`config.mk`:
```
export PLATFORM = sky130hd
export DESIGN_NAME = alu_mc
export DESIGN_NICKNAME = d
export VERILOG_FILES = /design/src/rtl/alu_mc.sv
export SDC_FILE = /design/constraint.sdc
export NUM_CORES = 1
export LEC_CHECK = 0
export CAP_MARGIN = 25
export CORE_UTILIZATION = 60
export DETAILED_ROUTE_END_ITERATION = 6
export PLACE_DENSITY = 0.88
export SYNTH_ARGS = -nofsm -noshare
export SYNTH_HDL_FRONTEND = slang
export SYNTH_SLANG_ARGS = --single-unit
export TNS_END_PERCENT = 30
```
`constraint.sdc`:
```
create_clock -name clk -period 4.54 [get_ports clk]
set_input_delay 1.135 -clock clk [delete_from_list [all_inputs] [get_ports clk]]
set_output_delay 1.135 -clock clk [all_outputs]
set_load 0.005 [all_outputs]
```
`src/rtl/alu_mc.sv`:
```
// alu_mc: multi-cycle ALU behind valid/ready request and response ports.
// Single-cycle ops (add, sub, and, or, xor, lui, sll, srl, sra, slt, sltu)
// register their result on acceptance. mulu (shift-add) and divu (restoring
// shift-subtract) iterate one bit per cycle for WIDTH cycles.
//
// Ports:
//   clk, reset          rising-edge clock, asynchronous active-high reset
//   in_valid/in_ready   request handshake; inputA, inputB, ALUOp, shamt
//   out_valid/out_ready response handshake; response held until accepted
//   ALUOut, ALUOutHi    result low word / high word (product hi, remainder)
//   zero                ALUOut == 0
//   overflow            signed overflow for add/sub
//   div_zero            divu issued with inputB == 0
module alu_mc #(
  parameter int unsigned WIDTH = 32,
  parameter int unsigned SHW   = $clog2(WIDTH)
) (
  input  logic             clk,
  input  logic             reset,
  input  logic             in_valid,
  output logic             in_ready,
  input  logic [WIDTH-1:0] inputA,
  input  logic [WIDTH-1:0] inputB,
  input  logic [3:0]       ALUOp,
  input  logic [SHW-1:0]   shamt,
  output logic             out_valid,
  input  logic             out_ready,
  output logic [WIDTH-1:0] ALUOut,
  output logic [WIDTH-1:0] ALUOutHi,
  output logic             zero,
  output logic             overflow,
  output logic             div_zero
);

  localparam int unsigned CW = $clog2(WIDTH) + 1;

  typedef enum logic [1:0] {StIdle, StBusy, StDone} state_e;

  state_e           state_q, state_d;
  logic             is_div_q, is_div_d;
  logic [WIDTH-1:0] opnd_q, opnd_d;   // multiplicand (mul) or divisor (div)
  logic [WIDTH-1:0] lo_q, lo_d;       // result low / multiplier / dividend-quotient
  logic [WIDTH-1:0] hi_q, hi_d;       // result high / partial product / remainder
  logic             zero_q, zero_d;
  logic             ovf_q, ovf_d;
  logic             dz_q, dz_d;
  logic [CW-1:0]    cnt_q, cnt_d;

  logic             accept;
  logic             is_multi;
  logic [WIDTH-1:0] sc_sum, sc_dif, sc_res;
  logic             sc_ovf;
  logic [WIDTH:0]   padd, shifted;
  logic [WIDTH-1:0] dtry, hi_n, lo_n;
  logic             ge;

  assign in_ready  = (state_q == StIdle) | ((state_q == StDone) & out_ready);
  assign out_valid = (state_q == StDone);
  assign accept    = in_valid & in_ready;
  assign is_multi  = (ALUOp == 4'd11) | (ALUOp == 4'd12);

  assign ALUOut   = lo_q;
  assign ALUOutHi = hi_q;
  assign zero     = zero_q;
  assign overflow = ovf_q;
  assign div_zero = dz_q;

  // Single-cycle result straight from the request inputs.
  always_comb begin
    sc_sum = inputA + inputB;
    sc_dif = inputA - inputB;
    sc_res = '0;
    sc_ovf = 1'b0;
    case (ALUOp)
      4'd0: begin
        sc_res = sc_sum;
        sc_ovf = (inputA[WIDTH-1] == inputB[WIDTH-1]) && (sc_sum[WIDTH-1] != inputA[WIDTH-1]);
      end
      4'd1: begin
        sc_res = sc_dif;
        sc_ovf = (inputA[WIDTH-1] != inputB[WIDTH-1]) && (sc_dif[WIDTH-1] != inputA[WIDTH-1]);
      end
      4'd2:    sc_res = inputA & inputB;
      4'd3:    sc_res = inputA | inputB;
      4'd4:    sc_res = inputA ^ inputB;
      4'd5:    sc_res = inputB << (WIDTH / 2);
      4'd6:    sc_res = inputB << shamt;
      4'd7:    sc_res = inputB >> shamt;
      4'd8:    sc_res = $signed(inputB) >>> shamt;
      4'd9:    sc_res = {{(WIDTH-1){1'b0}}, ($signed(inputA) < $signed(inputB))};
      4'd10:   sc_res = {{(WIDTH-1){1'b0}}, (inputA < inputB)};
      default: sc_res = '0;
    endcase
  end

  // One iteration step of mul or div.
  always_comb begin
    padd    = lo_q[0] ? ({1'b0, hi_q} + {1'b0, opnd_q}) : {1'b0, hi_q};
    shifted = {hi_q, lo_q[WIDTH-1]};
    ge      = shifted >= {1'b0, opnd_q};
    // Only used when ge, where the true difference fits in WIDTH bits.
    dtry    = shifted[WIDTH-1:0] - opnd_q;
    if (is_div_q) begin
      hi_n = ge ? dtry : shifted[WIDTH-1:0];
      lo_n = {lo_q[WIDTH-2:0], ge};
    end else begin
      hi_n = padd[WIDTH:1];
      lo_n = {padd[0], lo_q[WIDTH-1:1]};
    end
  end

  always_comb begin
    state_d  = state_q;
    is_div_d = is_div_q;
    opnd_d   = opnd_q;
    lo_d     = lo_q;
    hi_d     = hi_q;
    zero_d   = zero_q;
    ovf_d    = ovf_q;
    dz_d     = dz_q;
    cnt_d    = cnt_q;

    case (state_q)
      StBusy: begin
        hi_d  = hi_n;
        lo_d  = lo_n;
        cnt_d = cnt_q - CW'(1);
        if (cnt_q == CW'(1)) begin
          state_d = StDone;
          zero_d  = (lo_n == '0);
        end
      end
      StDone: begin
        if (out_ready) state_d = StIdle;
      end
      default: ;
    endcase

    // A new request overrides whatever the current state decided.
    if (accept) begin
      if (is_multi) begin
        state_d  = StBusy;
        cnt_d    = CW'(WIDTH);
        is_div_d = (ALUOp == 4'd12);
        opnd_d   = (ALUOp == 4'd12) ? inputB : inputA;
        lo_d     = (ALUOp == 4'd12) ? inputA : inputB;
        hi_d     = '0;
        zero_d   = 1'b0;
        ovf_d    = 1'b0;
        dz_d     = (ALUOp == 4'd12) && (inputB == '0);
      end else begin
        state_d = StDone;
        lo_d    = sc_res;
        hi_d    = '0;
        zero_d  = (sc_res == '0);
        ovf_d   = sc_ovf;
        dz_d    = 1'b0;
      end
    end
  end

  always_ff @(posedge clk or posedge reset) begin
    if (reset) begin
      state_q  <= StIdle;
      is_div_q <= 1'b0;
      opnd_q   <= '0;
      lo_q     <= '0;
      hi_q     <= '0;
      zero_q   <= 1'b0;
      ovf_q    <= 1'b0;
      dz_q     <= 1'b0;
      cnt_q    <= '0;
    end else begin
      state_q  <= state_d;
      is_div_q <= is_div_d;
      opnd_q   <= opnd_d;
      lo_q     <= lo_d;
      hi_q     <= hi_d;
      zero_q   <= zero_d;
      ovf_q    <= ovf_d;
      dz_q     <= dz_d;
      cnt_q    <= cnt_d;
    end
  end

endmodule

```
==> results of run 1 <==
-- timing repair --
item                       4_1_cts
pin swaps                       57
setup buffers                   26
setup endpoints to repair        9
resized for setup              223
-- layer usage --
layer / GRT overflow / track usage, %
met1: 2 / 70.7
met2: 66 / 87.0
met3: 2 / 51.9
met4: 71 / 68.1
met5: 0 / 21.0
-- stage by stage --
stage | hold WS [ns] | instances | instance area, um2
global placement | 0.500 | 3776 | 25900
floorplan | 0.473 | 2774 | 20100
detailed placement | 0.516 | 3776 | 25900
CTS | 0.538 | 3818 | 27200
-- kinds of logic after synthesis --
kind of cell,Yosys count
buf+inv,385
fa+ha+maj,173
flops,108
mux,194
xor+xnor,66
simple gates,889
compound gates,959
-- cells in the mapped netlist, types with 53 or more instances --
cell / instances
sky130_fd_sc_hd__o211ai_1: 56
sky130_fd_sc_hd__a31oi_1: 57
sky130_fd_sc_hd__o21ai_0: 208
sky130_fd_sc_hd__dfrtp_1: 108
sky130_fd_sc_hd__ha_1: 169
sky130_fd_sc_hd__nor3_1: 54
sky130_fd_sc_hd__clkbuf_1: 137
sky130_fd_sc_hd__nor2_1: 243
sky130_fd_sc_hd__nand3_1: 53
sky130_fd_sc_hd__mux2i_1: 123
sky130_fd_sc_hd__nand2_1: 321
sky130_fd_sc_hd__inv_1: 165
sky130_fd_sc_hd__a21oi_1: 231
==> impl_metrics.yaml, run 1 <==
synth:
  synth_compound_area_share_pct: 31.8
  synthesis.area_um2: 19900
  synth.mux.area_fraction_pct: 12.1
  ys_dominant_reg_cell: "sky130_fd_sc_hd__dfrtp_1"
  synth-seq-cells: 108
  yosys.cell_types.count: 99
  yosysSeqAreaShare_pct: 13.6
  synth-adder-area-share_pct: 11.0
  post_synthesis_net_count: 3024
  avgSynthCellArea_um2: 7.19
  ys.warnings.count: 0
  yosys.area.top_type_share_pct: 13.6
  synth-async-reset-ratio_pct: 100
  synth_simple_gate_area_share_pct: 20.6
  netlist_instances: 2774
  number_of_enable_type_register_cells_in_the_synthesized_netlist: 0
  synthXorXnorAreaFrac_pct: 2.90
  synthTopCellsByArea: "sky130_fd_sc_hd__dfrtp_1 14%, sky130_fd_sc_hd__ha_1 11%, sky130_fd_sc_hd__mux2i_1 6.2%"
  synth_area_leader_cell: "sky130_fd_sc_hd__dfrtp_1"
  synth_top_family_by_area: "compound AO/OA/AOI/OAI gates"
global_routing:
  groute.usage.overall_pct: 69.5
  largest_net_degree_at_the_start_of_global_routing: 109
  overflow: 141
  via_count_of_the_first_global_routing_pass: 31428
  grt_first_pass_wirelength_mm: 184
die:
  floorplan.die.width_um: 184
  die_y_um: 184
  design.portCount: 146
  initial_core_util_pct: 61.1
  floorplan.rows: 66
clocking:
  ctsHtreeMaxLevel: 3
  cts.path.max_buffers: 2
  tritoncts_num_sinks: 108
  cts.root.buffer_cell: "sky130_fd_sc_hd__clkbuf_16"
  tritoncts.num_buffers: 9
  cts_hold_buf: 0
status:
  status: "aborted with a tool error"
  outcome.stop_stage: "global routing"
  stop_error: "[ERROR GRT-0116] Global routing finished with congestion. Check the congestion regions in the DRC Viewer."
place:
  preCtsSetupSlack_ns: -1.23
  placement.io_buffers: 145
  globalplace.congestion: 1.31
  dp_hpwl_mm: 73.4
==> run 2: changes to the inputs <==
--- a/config.mk
+++ b/config.mk
@@ -6,9 +6,9 @@
 export NUM_CORES = 1
 export LEC_CHECK = 0
 export CAP_MARGIN = 25
-export CORE_UTILIZATION = 60
+export CORE_UTILIZATION = 40
 export DETAILED_ROUTE_END_ITERATION = 6
-export PLACE_DENSITY = 0.88
+export PLACE_DENSITY_LB_ADDON = 0.15
 export SYNTH_ARGS = -nofsm -noshare
 export SYNTH_HDL_FRONTEND = slang
 export SYNTH_SLANG_ARGS = --single-unit
==> impl_metrics.yaml, run 2 <==
status:
  violations_in_the_final_reports: "setup timing"
  status: "complete, but fails checks"
die:
  floorplan.rows: 81
  initial_core_util_pct: 40.7
  floorplan.die.width_um: 225
  design.die.area_um2: 50800
  design.portCount: 146
  placeableCoreArea_um2: 49100
  die_y_um: 225
synth:
  avgSynthCellArea_um2: 7.19
  number_of_enable_type_register_cells_in_the_synthesized_netlist: 0
  ys_dominant_reg_cell: "sky130_fd_sc_hd__dfrtp_1"
  synth-seq-cells: 108
  synthesis.area_um2: 19900
  synth_simple_gate_area_share_pct: 20.6
  synth-adder-area-share_pct: 11.0
  synth.mux.area_fraction_pct: 12.1
  ys.warnings.count: 0
  netlist_instances: 2774
  synth_area_leader_cell: "sky130_fd_sc_hd__dfrtp_1"
  yosys.cell_types.count: 99
  yosys.cell_count.top_type: "sky130_fd_sc_hd__nand2_1"
  synth_top_family_by_area: "compound AO/OA/AOI/OAI gates"
  yosys.area.top_type_share_pct: 13.6
  yosysSeqAreaShare_pct: 13.6
  netlist_top_cells_count: "321 x sky130_fd_sc_hd__nand2_1, 243 x sky130_fd_sc_hd__nor2_1, 231 x sky130_fd_sc_hd__a21oi_1"
  synth_compound_area_share_pct: 31.8
  post_synthesis_net_count: 3024
  synthXorXnorAreaFrac_pct: 2.90
  synthTopCellsByArea: "sky130_fd_sc_hd__dfrtp_1 14%, sky130_fd_sc_hd__ha_1 11%, sky130_fd_sc_hd__mux2i_1 6.2%"
  synth-async-reset-ratio_pct: 100
power:
  static-leakage-power_nw: 13.3
  power_density_nw_per_um2: 364
  peak_vdd_ir_mv: 0.277
setup_path:
  reg2reg_depth: 16
  cp-start-kind: "input port"
  critical_setup_path_kind: "in -> reg"
  arrival_ns: 5.40
  worst-endpoint-required_ns: 4.83
  path_max_fanout: 4
  setup.worst_path.end_class: "register"
drt:
  routed-via-count: 25865
  avgViaCountPerCell: 6.19
  drt_iter0_drc: 2487
  drcViolationCount: 0
  drt_first_pass_iters: 6
  antenna_left: 0
  routed_wirelength_mm: 107
  detail_route.wl_per_cell_um: 25.5
clocking:
  cts.path.max_buffers: 2
  clock_insertion_delay_worst_skew_ns: 0.39
  cts_tree: "done"
  cts.clk_slew.worst_paths_ns: 0.09
  tritoncts.num_buffers: 9
  tritoncts_num_sinks: 108
  ctsHtreeMaxLevel: 3
  cts.root.buffer_cell: "sky130_fd_sc_hd__clkbuf_16"
  cts_hold_buf: 0
timing:
  final_hold_viol_count: 0
  slew-limit-headroom_pct: 28.8
  tightestPinTransition_ns: 1.06
  slew_violations: 0
  timing.final.setup_violations: 3
  min_period_ns: 5.11
  period_share_pct: 112
  timing.fmax_mhz: 196
  clock_skew_ns: 0.0181
  postLayoutSetupSlackWorst_ns: -0.567
  hold_slack_final_ns: 0.503
  rsz0062_at_grt: "yes"
global_routing:
  overflow: 0
  via_count_of_the_first_global_routing_pass: 25255
  groute.usage.overall_pct: 41.0
  largest_net_degree_at_the_start_of_global_routing: 69
  grt_first_pass_wirelength_mm: 156
  initial_antenna_violation_count: 3
place:
  placed_cells_incl_taps: 4121
  preCtsSetupSlack_ns: -1.56
  placed_cell_area_um2: 27200
  dp_hpwl_mm: 86.9
  placement.io_buffers: 145
  globalplace.congestion: 1.06
finish:
  drive_gt1_share_pct: 30.8
  final_cell_area_um2: 28900
  fin_util_pct: 58.8
  number_of_diodes: 0
  layout.nets: 3762
  synthToLayoutAreaGrowth_pct: 44.7
  final_cell_count_no_fill: 4181
  leading_cell_type_in_the_layout_fill_and_taps_excluded: "sky130_fd_sc_hd__buf_4"
  most_used_cells_in_the_layout_excluding_fill_and_tap_cells: "771 x sky130_fd_sc_hd__buf_4, 318 x sky130_fd_sc_hd__nand2_1, 237 x sky130_fd_sc_hd__nor2_1"
flow_run:
  cap_violations: 0
min_path:
  whs_path_depth: 2
  timing.hold.worst.class: "reg -> reg"
## run 2: routing by layer
metal  global-route usage, %  wire length [um]  up-vias  share of wire [%]
li1                        -                 -    11748                  -
met1                    51.9             43400    12471                 41
met2                    66.7             48000     1314                 45
met3                    4.88              7670      332                7.2
met4                    24.9              7390        0                6.9
met5                       0                 0        -                  0
## run 2: path summary, 6_finish.rpt
kind | from | endpoint | slack, ns
worst max-delay path | inputB[11] | zero | -0.57
worst min-delay path | div_zero | div_zero | 0.50
worst max register to register | ALUOut[31] | ALUOutHi[22] | 0.27
worst min register to register | div_zero | div_zero | 0.50
max in group asynchronous | reset | cnt_q[2] | 2.59
min in group asynchronous | reset | ALUOutHi[6] | 1.15
## run 2: kinds of logic (layout without fill, tap and decap cells)
logic type,count (synthesis),in the layout
AND/OR/NAND/NOR,889,889
AO/OA/AOI/OAI,959,959
XOR/XNOR,66,66
buffers and inverters,385,1128
adder cells (fa/ha/maj),173,173
multiplexers,194,194
flip-flops,108,108
## run 2: final cells by class
type,count,area [um2]
multi-input combinational,2281,16700
clock buffer,9,225
fill,4758,20200
sequential,108,2710
clock inverter,7,101
tap,664,831
inverter,167,644
timing repair buffer,945,7690
## run 2: worst max-delay path: stages
cell and delay [ns]:
sky130_fd_sc_hd__dlygate4sd2_1 0.33, sky130_fd_sc_hd__buf_4 0.21, sky130_fd_sc_hd__mux2_4 0.28, sky130_fd_sc_hd__mux2_2 0.29, sky130_fd_sc_hd__a221oi_2 0.37, sky130_fd_sc_hd__nand2b_1 0.23, sky130_fd_sc_hd__o2111ai_2 0.17, sky130_fd_sc_hd__nor4_2 0.34
sky130_fd_sc_hd__nand4b_1 0.33, sky130_fd_sc_hd__nor4_4 0.29, sky130_fd_sc_hd__buf_4 0.16, sky130_fd_sc_hd__nand4_1 0.11, sky130_fd_sc_hd__or4_4 0.51, sky130_fd_sc_hd__or4_4 0.43, sky130_fd_sc_hd__o31ai_2 0.19
## run 2: where the power goes
part           internal [mW]  total [mW]  switching, mW
Clock                  0.404       0.857          0.453
Combinational           3.59        7.72           4.14
Sequential              1.32        1.93          0.612
## run 2: metrics by stage
| step | total power [mW] | TNS (ns) |
|---|---|---|
| 3_5_place_dp | 9.25 | -12.29 |
| 4_1_cts | 10.2 | -0.623 |
| 6_report | 10.5 | -0.662 |
| 2_1_floorplan | 6.31 | -0.153 |
| 5_1_grt | 11.2 | -1.19 |
| 3_3_place_gp | 9.09 | -11.54 |
## run 2: timing repair
action                                  4_1_cts  5_1_grt
gates cloned                                  0        0
pin swaps                                    45       65
hold endpoints to repair                      0        0
buffers inserted                             26       21
endpoints found under the setup margin       12        9
gates resized for setup                     145      131
Power figures use the tool's default switching activity.
==> run 3: changes to the inputs <==
--- a/config.mk
+++ b/config.mk
@@ -8,6 +8,7 @@
 export CAP_MARGIN = 25
 export CORE_UTILIZATION = 40
 export DETAILED_ROUTE_END_ITERATION = 6
+export GPL_ROUTABILITY_DRIVEN = 0
 export PLACE_DENSITY_LB_ADDON = 0.15
 export SYNTH_ARGS = -nofsm -noshare
 export SYNTH_HDL_FRONTEND = slang
==> impl_metrics.yaml, run 3 (synthesis gave the netlist of run 2 again) <==
status:
  status: "complete, but fails checks"
  violations_in_the_final_reports: "DRC, setup timing"
clocking:
  cts.path.max_buffers: 2
  ctsHtreeMaxLevel: 3
  tritoncts_num_sinks: 108
  cts.root.buffer_cell: "sky130_fd_sc_hd__clkbuf_16"
  tritoncts.num_buffers: 9
  cts_hold_buf: 0
  cts_tree: "done"
  clock_insertion_delay_worst_skew_ns: 0.38
  cts.clk_slew.worst_paths_ns: 0.08
timing:
  slew_violations: 0
  rsz0062_at_grt: "yes"
  final_hold_viol_count: 0
  period_share_pct: 111
  postLayoutSetupSlackWorst_ns: -0.510
  timing.fmax_mhz: 198
  min_period_ns: 5.05
  timing.final.setup_violations: 1
  slew-limit-headroom_pct: 40.2
  tightestPinTransition_ns: 0.898
  clock_skew_ns: 0.0148
global_routing:
  largest_net_degree_at_the_start_of_global_routing: 73
  grt-busiest-layer: "met2"
  overflow: 0
  groute.usage.overall_pct: 37.9
  grt_util_met2_pct: 59.7
  initial_antenna_violation_count: 2
  grt_first_pass_wirelength_mm: 147
  globalRouteMet3Util_pct: 6.91
  grt.met1_usage_pct: 48.0
  via_count_of_the_first_global_routing_pass: 24869
setup_path:
  setup.worst_path.end_class: "register"
  crit_chain: "clkdlybuf4s50_1 -> buf_6 -> buf_4 -> buf_4 -> nor2b_1 -> buf_4 -> a22oi_1 -> o31ai_1 -> a21oi_1 -> o21ai_0 -> a221oi_1 -> o21ai_0 -> a21oi_2 -> nand2b_1 -> or4_4 -> or4_4 -> o31ai_2"
  cp-start-kind: "input port"
  critical_setup_path_kind: "in -> reg"
  arrival_ns: 5.33
  worst-endpoint-required_ns: 4.82
  worst_path_most_repeated_cell: "sky130_fd_sc_hd__buf_4"
  slowest_delay_ns: 0.58
  path_max_fanout: 11
  critPathSlowestCell: "sky130_fd_sc_hd__clkdlybuf4s50_1"
drt:
  drcViolationCount: 1
  routed_wirelength_mm: 98.9
  detail_route.wl_per_cell_um: 24.1
  drt_iter0_drc: 2911
  drt_first_pass_iters: 7
  avgViaCountPerCell: 6.34
  antenna_left: 0
  routed-via-count: 26038
place:
  placed_cell_area_um2: 26800
  placement.io_buffers: 145
  dp_hpwl_mm: 79.0
  preCtsSetupSlack_ns: -1.43
  placed_cells_incl_taps: 4067
die:
  design.portCount: 146
  floorplan.rows: 81
  initial_core_util_pct: 40.7
  placeableCoreArea_um2: 49100
  design.die.area_um2: 50800
  die_y_um: 225
  floorplan.die.width_um: 225
finish:
  final_cell_area_um2: 28100
  layout.nets: 3689
  final_cell_count_no_fill: 4108
  drive_gt1_share_pct: 28.9
  most_used_cells_in_the_layout_excluding_fill_and_tap_cells: "706 x sky130_fd_sc_hd__buf_4, 318 x sky130_fd_sc_hd__nand2_1, 238 x sky130_fd_sc_hd__nor2_1"
  synthToLayoutAreaGrowth_pct: 40.9
  fin_util_pct: 57.3
  leading_cell_type_in_the_layout_fill_and_taps_excluded: "sky130_fd_sc_hd__buf_4"
  number_of_diodes: 0
power:
  combinationalPowerShare_pct: 72.8
  switching_part_of_the_total_power_pct: 48.9
  clockPowerShare_pct: 8.5
  power_density_nw_per_um2: 368
  static-leakage-power_nw: 12.9
  power_frac_seq_pct: 18.7
  internal_power_mw: 5.28
  peak_vdd_ir_mv: 0.263
  switchingPower_mw: 5.06
min_path:
  timing.hold.worst.class: "reg -> reg"
flow_run:
  cap_violations: 0
[run 3: final timing paths]
check	from	end	slack, ns	depth (start not counted)
worst max-delay path	ALUOp[2]	zero	-0.51	17
worst min-delay path	div_zero	div_zero	0.50	2
worst max register to register	ALUOutHi[0]	ALUOutHi[29]	0.42	13
worst min register to register	div_zero	div_zero	0.50	2
max in group asynchronous	reset	ALUOutHi[23]	2.42	3
min in group asynchronous	reset	ALUOutHi[6]	1.25	2
[run 3: what timing repair did]
action | 4_1_cts | 5_1_grt
endpoints found under the hold margin | 0 | 0
resized for setup | 92 | 124
buffers inserted | 6 | 18
pin swaps | 34 | 47
endpoints found under the setup margin | 11 | 11
[run 3: per-stage QoR]
stage / total power [mW] / hold WS [ns] / setup TNS, ns
final: 10.3 / 0.503 / -0.510
after global routing: 11.1 / 0.551 / -1.13
after CTS: 10.1 / 0.517 / -0.595
after detailed placement: 9.09 / 0.499 / -10.21
after global placement: 8.92 / 0.486 / -8.83
after floorplan: 6.31 / 0.473 / -0.153
[run 3: worst max-delay path: cells and delay by family]
kind,cells,cell delay (ns)
AOI/OAI and AO/OA,8,1.76
buffers and inverters,5,1.26
and+or+nand+nor,4,1.17
[run 3: per-layer routing]
layer  up-vias  wire length, um
met2      1747            43500
met1     12273            38100
li1      11585                -
met3       433            10600
met5         -                0
met4         0             6690
[run 3: power by group through the flow]
stage	Combinational [mW]	Clock [mW]	Sequential [mW]
floorplan	4.61	0	1.70
global route	8.17	0.931	1.98
CTS	7.27	0.902	1.91
detailed placement	7.17	0	1.93
global placement	7.00	0	1.92
finish	7.53	0.880	1.93
[run 3: layout make-up]
type                            count  area, um2
Clock buffer                       10        239
Clock inverter                      6       77.6
Fill cell                        4706      21000
Inverter                          167        642
Multi-Input combinational cell   2281      16500
Sequential cell                   108       2710
Tap cell                          664        831
Timing Repair Buffer              872       7130
